==> config.mk <==
export PLATFORM = sky130hd
export DESIGN_NAME = staged_counter_pair
export DESIGN_NICKNAME = d
export VERILOG_FILES = /design/src/rtl/staged_counter_pair.sv
export SDC_FILE = /design/constraint.sdc
export NUM_CORES = 1
export LEC_CHECK = 0
export CORE_MARGIN = 5
export CORE_UTILIZATION = 30
export DETAILED_ROUTE_END_ITERATION = 10
export PLACE_DENSITY = 0.58
export SLEW_MARGIN = 20
export SYNTH_ARGS = -nofsm -noshare
export SYNTH_HDL_FRONTEND = slang
export SYNTH_SLANG_ARGS = --single-unit
==> constraint.sdc <==
create_clock -name clk -period 2.15 [get_ports clk]
set_input_delay 0.43 -clock clk [delete_from_list [all_inputs] [get_ports clk]]
set_output_delay 0.43 -clock clk [all_outputs]
set_load 0.02 [all_outputs]
==> src/rtl/staged_counter_pair.sv <==
// Two-stage counter pair: x warms up to a latched limit, then y counts (optionally cyclic).
// Latency: all outputs registered one edge after the enabling inputs; at_limit decodes state directly.
// Backpressure: en=0 freezes all state (y_wrap drops); clr overrides en and returns to IDLE.
module staged_counter_pair #(
    parameter int WIDTH   = 4,
    parameter bit STEP_EN = 1'b1
) (
    input  logic             clk,
    input  logic             reset,
    input  logic             en,
    input  logic             clr,
    input  logic             mode,
    input  logic [WIDTH-1:0] limit,
    input  logic [WIDTH-1:0] step,
    output logic [WIDTH-1:0] x,
    output logic [WIDTH-1:0] y,
    output logic [1:0]       state,
    output logic             at_limit,
    output logic             y_wrap
);

    typedef enum logic [1:0] {
        ST_IDLE = 2'b00,
        ST_WARM = 2'b01,
        ST_RUN  = 2'b10
    } state_t;

    localparam logic [WIDTH-1:0] ONE  = WIDTH'(1);
    localparam logic [WIDTH-1:0] ZERO = '0;

    state_t           state_q, state_d;
    logic [WIDTH-1:0] x_q, x_d;
    logic [WIDTH-1:0] y_q, y_d;
    logic [WIDTH-1:0] limit_q, limit_d;
    logic             y_wrap_q, y_wrap_d;
    logic [WIDTH-1:0] inc;
    logic [WIDTH:0]   y_sum;

    // y increment source, and the carry-extended sum used for wrap detection
    always_comb begin
        inc   = STEP_EN ? step : ONE;
        y_sum = {1'b0, y_q} + {1'b0, inc};
    end

    // Next-state: clr beats freeze, freeze beats the FSM; the unused encoding behaves as IDLE
    always_comb begin
        state_d  = state_q;
        x_d      = x_q;
        y_d      = y_q;
        limit_d  = limit_q;
        y_wrap_d = 1'b0;
        if (clr) begin
            state_d = ST_IDLE;
            x_d     = ZERO;
            y_d     = ZERO;
        end else if (en) begin
            case (state_q)
                ST_WARM: begin
                    y_d = ZERO;
                    if (x_q == limit_q) begin
                        state_d = ST_RUN;
                    end else begin
                        x_d = x_q + ONE;
                    end
                end
                ST_RUN: begin
                    x_d = limit_q;
                    y_d = y_sum[WIDTH-1:0];
                    if (y_sum[WIDTH]) begin
                        y_wrap_d = 1'b1;
                        // cyclic mode restarts warm-up with the limit captured earlier
                        if (mode) begin
                            state_d = ST_WARM;
                            x_d     = ZERO;
                            y_d     = ZERO;
                        end
                    end
                end
                default: begin
                    limit_d = limit;
                    x_d     = ZERO;
                    y_d     = ZERO;
                    state_d = ST_WARM;
                end
            endcase
        end
    end

    // State registers with asynchronous active-high reset
    always_ff @(posedge clk or posedge reset) begin
        if (reset) begin
            state_q  <= ST_IDLE;
            x_q      <= ZERO;
            y_q      <= ZERO;
            limit_q  <= ZERO;
            y_wrap_q <= 1'b0;
        end else begin
            state_q  <= state_d;
            x_q      <= x_d;
            y_q      <= y_d;
            limit_q  <= limit_d;
            y_wrap_q <= y_wrap_d;
        end
    end

    // Output mapping; at_limit is a direct decode of the registered state
    always_comb begin
        x        = x_q;
        y        = y_q;
        state    = state_q;
        at_limit = (state_q == ST_RUN);
        y_wrap   = y_wrap_q;
    end

endmodule

==> results.yml, run 1 <==
synthesis:
  ys_ff_latch: 15
  ys_top_cells_by_area: "dfrtp_1, ha_1, a22o_1, xnor2_1, mux2_2"
  synth_top_area_share_pct: 41.49
  yosys_warnings: 0
  synthArstFlopShare_pct: 100.0
  yosys_most_used_dff: "dfrtp_1"
  synth_edf_count: 0
  syn_area_um2: 904.6
  syn-mean-instance-area_um2: 11.03
  synth_nets: 103
  syn_inst: 82
  ys_types: 25
  seq_area_frac_synth_pct: 41.49
  synth_top_area_cell: "dfrtp_1"
place:
  portBuffers: 24
  placed_area_mm2: 0.001215
  placedCellCount: 142
  gp_congestion: 0.7368
  post-dp-hpwl_um: 1629
timing:
  skew_ns: 0.008494
  worst_slew_pin_slew_ns: 0.5926
  fmax_ghz: 0.4841
  period_share_pct: 96.09
  maxSlewHeadroom_pct: 60.45
  setup-violations-final: 0
  hold_viol_final: 0
  finalMaxSlewViolations: 0
  rsz0062_at_grt: "no"
  period_needed_ns: 2.066
final_layout:
  syn2layout_area_growth_pct: 37.34
  final_nets: 135
  fin_area_mm2: 0.001242
  fillers: 300
  multi_input_area_um2: 498.0
  stdcell_count: 146
  final_common_cell: "clkdlybuf4s50_1"
  most-common-layout-cells: "clkdlybuf4s50_1, dfrtp_1, a22o_1"
  seqCellArea_um2: 375.4
  drive_above_1_share_pct: 15.04
  num_antenna_cells: 0
routing:
  finalWirelength_um: 2135
  drt-initial-drc-count: 11
  vias_per_cell: 5.068
  avgRoutedWirePerCell_um: 14.62
  post-route-drc-count: 0
  drtAntennaViolNets: 0
  num_vias: 740
  dr.pass1.iters: 3
setup_path:
  critPathLaunchType: "primary input"
  r2r_cells: 7
  cp.required_ns: 2.32
  arrival_ns: 2.24
  crit_type: "in -> reg"
  cp_max_fo: 11
  end_kind: "flip-flop"
floorplanning:
  dieWidth_um: 64.91
  die_h_um: 64.91
  boundaryPins: 25
  dieArea_mm2: 0.004213
  initial_core_util_pct: 30.38
  coreArea_mm2: 0.002978
  rows: 20
clock_tree:
  cts_setup_buffers: 0
  cts_buffer_depth: 2
  clk_pin_slew_ns: 0.10
  cts.sinks: 15
  cts_tree: "yes"
  holdBufCountCts: 0
  cts_buffers: 3
  clock_latency_ns: 0.28
  h-tree-depth: 1
  clockRootBuffer: "clkbuf_4"
  ctsResizeCount: 0
hold_path:
  hold_path.class: "in -> async"
run_status:
  status: "complete, no violations"
global_route:
  grt_pass1_vias: 784
  grt_max_degree: 16
  grt_use_total_pct: 10.61
  grt_pass1_wl_um: 3498
  antenna_found_initial: 0
  gr-total-overflow: 0
flow_run:
  cap_violations: 0
power:
  p_leak_uw: 0.0005519
  irDropWorstVdd_v: 0.0002636
  power.density_mw_per_mm2: 529.0
## metrics by stage
| stage | TNS [ns] | total power [uW] | utilization, % | setup slack [ns] | hold slack [ns] |
|---|---|---|---|---|---|
| 4_1_cts | 0 | 670.9 | 41.72 | 0.08882 | 0.5245 |
| 5_1_grt | 0 | 698.2 | 41.72 | 0.01638 | 0.5603 |
| 6_report | 0 | 657.2 | 41.72 | 0.08410 | 0.5048 |
| 3_5_place_dp | -1.604 | 503.9 | 40.80 | -0.2220 | 0.5262 |
| 3_3_place_gp | -1.288 | 499.9 | 40.80 | -0.1858 | 0.5289 |
| 2_1_floorplan | 0 | 440.1 | - | 0.1407 | 0.3315 |
## Yosys cell counts (2+ instances only)
master and n:
nand3_1 4, xnor2_1 6, a22o_1 8, a21o_1 2, inv_1 6, ha_1 7, nor2_1 3, xor2_1 2
o31a_1 2, mux2_2 4, nor3_1 2, dfrtp_1 15, nand2_1 5, a21oi_1 5
## flip-flops by register name (all words and copies together), names as in the netlist
signal and flops:
state 2, limit_q 4, y_wrap 1, y 4
x 4
## path summary, 6_finish.rpt
path                                           to  slack (ns)             start
max in group asynchronous  limit_q[3]$_DFFE_PP0P_        1.25             reset
min in group clk                 y[3]$_DFFE_PP0N_        0.55  y[3]$_DFFE_PP0N_
max                          state[0]$_DFFE_PP0P_        0.08           step[0]
min                              y_wrap$_DFF_PP0_        0.50             reset
max reg2reg                  state[0]$_DFFE_PP0P_        0.22  y[0]$_DFFE_PP0N_
min reg2reg                      y[3]$_DFFE_PP0N_        0.55  y[3]$_DFFE_PP0N_
## final cells by class
class / count / share of cell area, %
sequential: 15 / 30.21
inverter: 6 / 1.813
multi-input combinational: 59 / 40.08
clock buffer: 3 / 1.813
clock inverter: 1 / 0.4028
tap: 33 / 3.323
timing repair buffer: 29 / 22.36
## cell families (layout without fill, tap and decap cells)
group,Yosys count,in the layout,share of synthesized area [%]
buffers and inverters,8,39,3.457
AO/OA/AOI/OAI,23,23,21.85
XOR/XNOR,8,8,7.746
AND/OR/NAND/NOR,16,16,8.576
adder cells (fa/ha/maj),8,8,11.89
multiplexers,4,4,4.979
flip-flops,15,15,41.49
## per-layer routing
| metal | share of wire [%] | up-vias | global-route usage, % | wire [um] |
|---|---|---|---|---|
| met5 | 0 | - | 0 | 0 |
| met2 | 46 | 21 | 18.01 | 990 |
| met1 | 45 | 351 | 12.02 | 953 |
| li1 | - | 366 | - | - |
| met3 | 8.1 | 2 | 3.640 | 174 |
| met4 | 0.80 | 0 | 4.485 | 17 |
## power by group
group / leakage, uW / internal (uW) / switching, uW / total [uW]
Clock: 0.0000177 / 69.0 / 91.6 / 161
Sequential: 0.000200 / 306 / 24.0 / 330
Combinational: 0.000335 / 90.8 / 75.8 / 167
## critical path, stage by stage
cell             delay, ns
clkdlybuf4s50_1       0.41
ha_1                  0.20
fa_1                  0.39
a21o_1                0.18
a31oi_1               0.16
buf_4                 0.20
nor3_1                0.07
o21a_1                0.19
Note: power is estimated with default switching activity, not from simulation.
==> inputs of run 2 (changes only) <==
--- a/config.mk
+++ b/config.mk
@@ -8,6 +8,7 @@
 export CORE_MARGIN = 5
 export CORE_UTILIZATION = 30
 export DETAILED_ROUTE_END_ITERATION = 10
+export GPL_ROUTABILITY_DRIVEN = 0
 export PLACE_DENSITY = 0.58
 export SLEW_MARGIN = 20
 export SYNTH_ARGS = -nofsm -noshare
==> results of run 2 <==
Same layout as run 1: the final DEF is identical, and so are final timing and power.
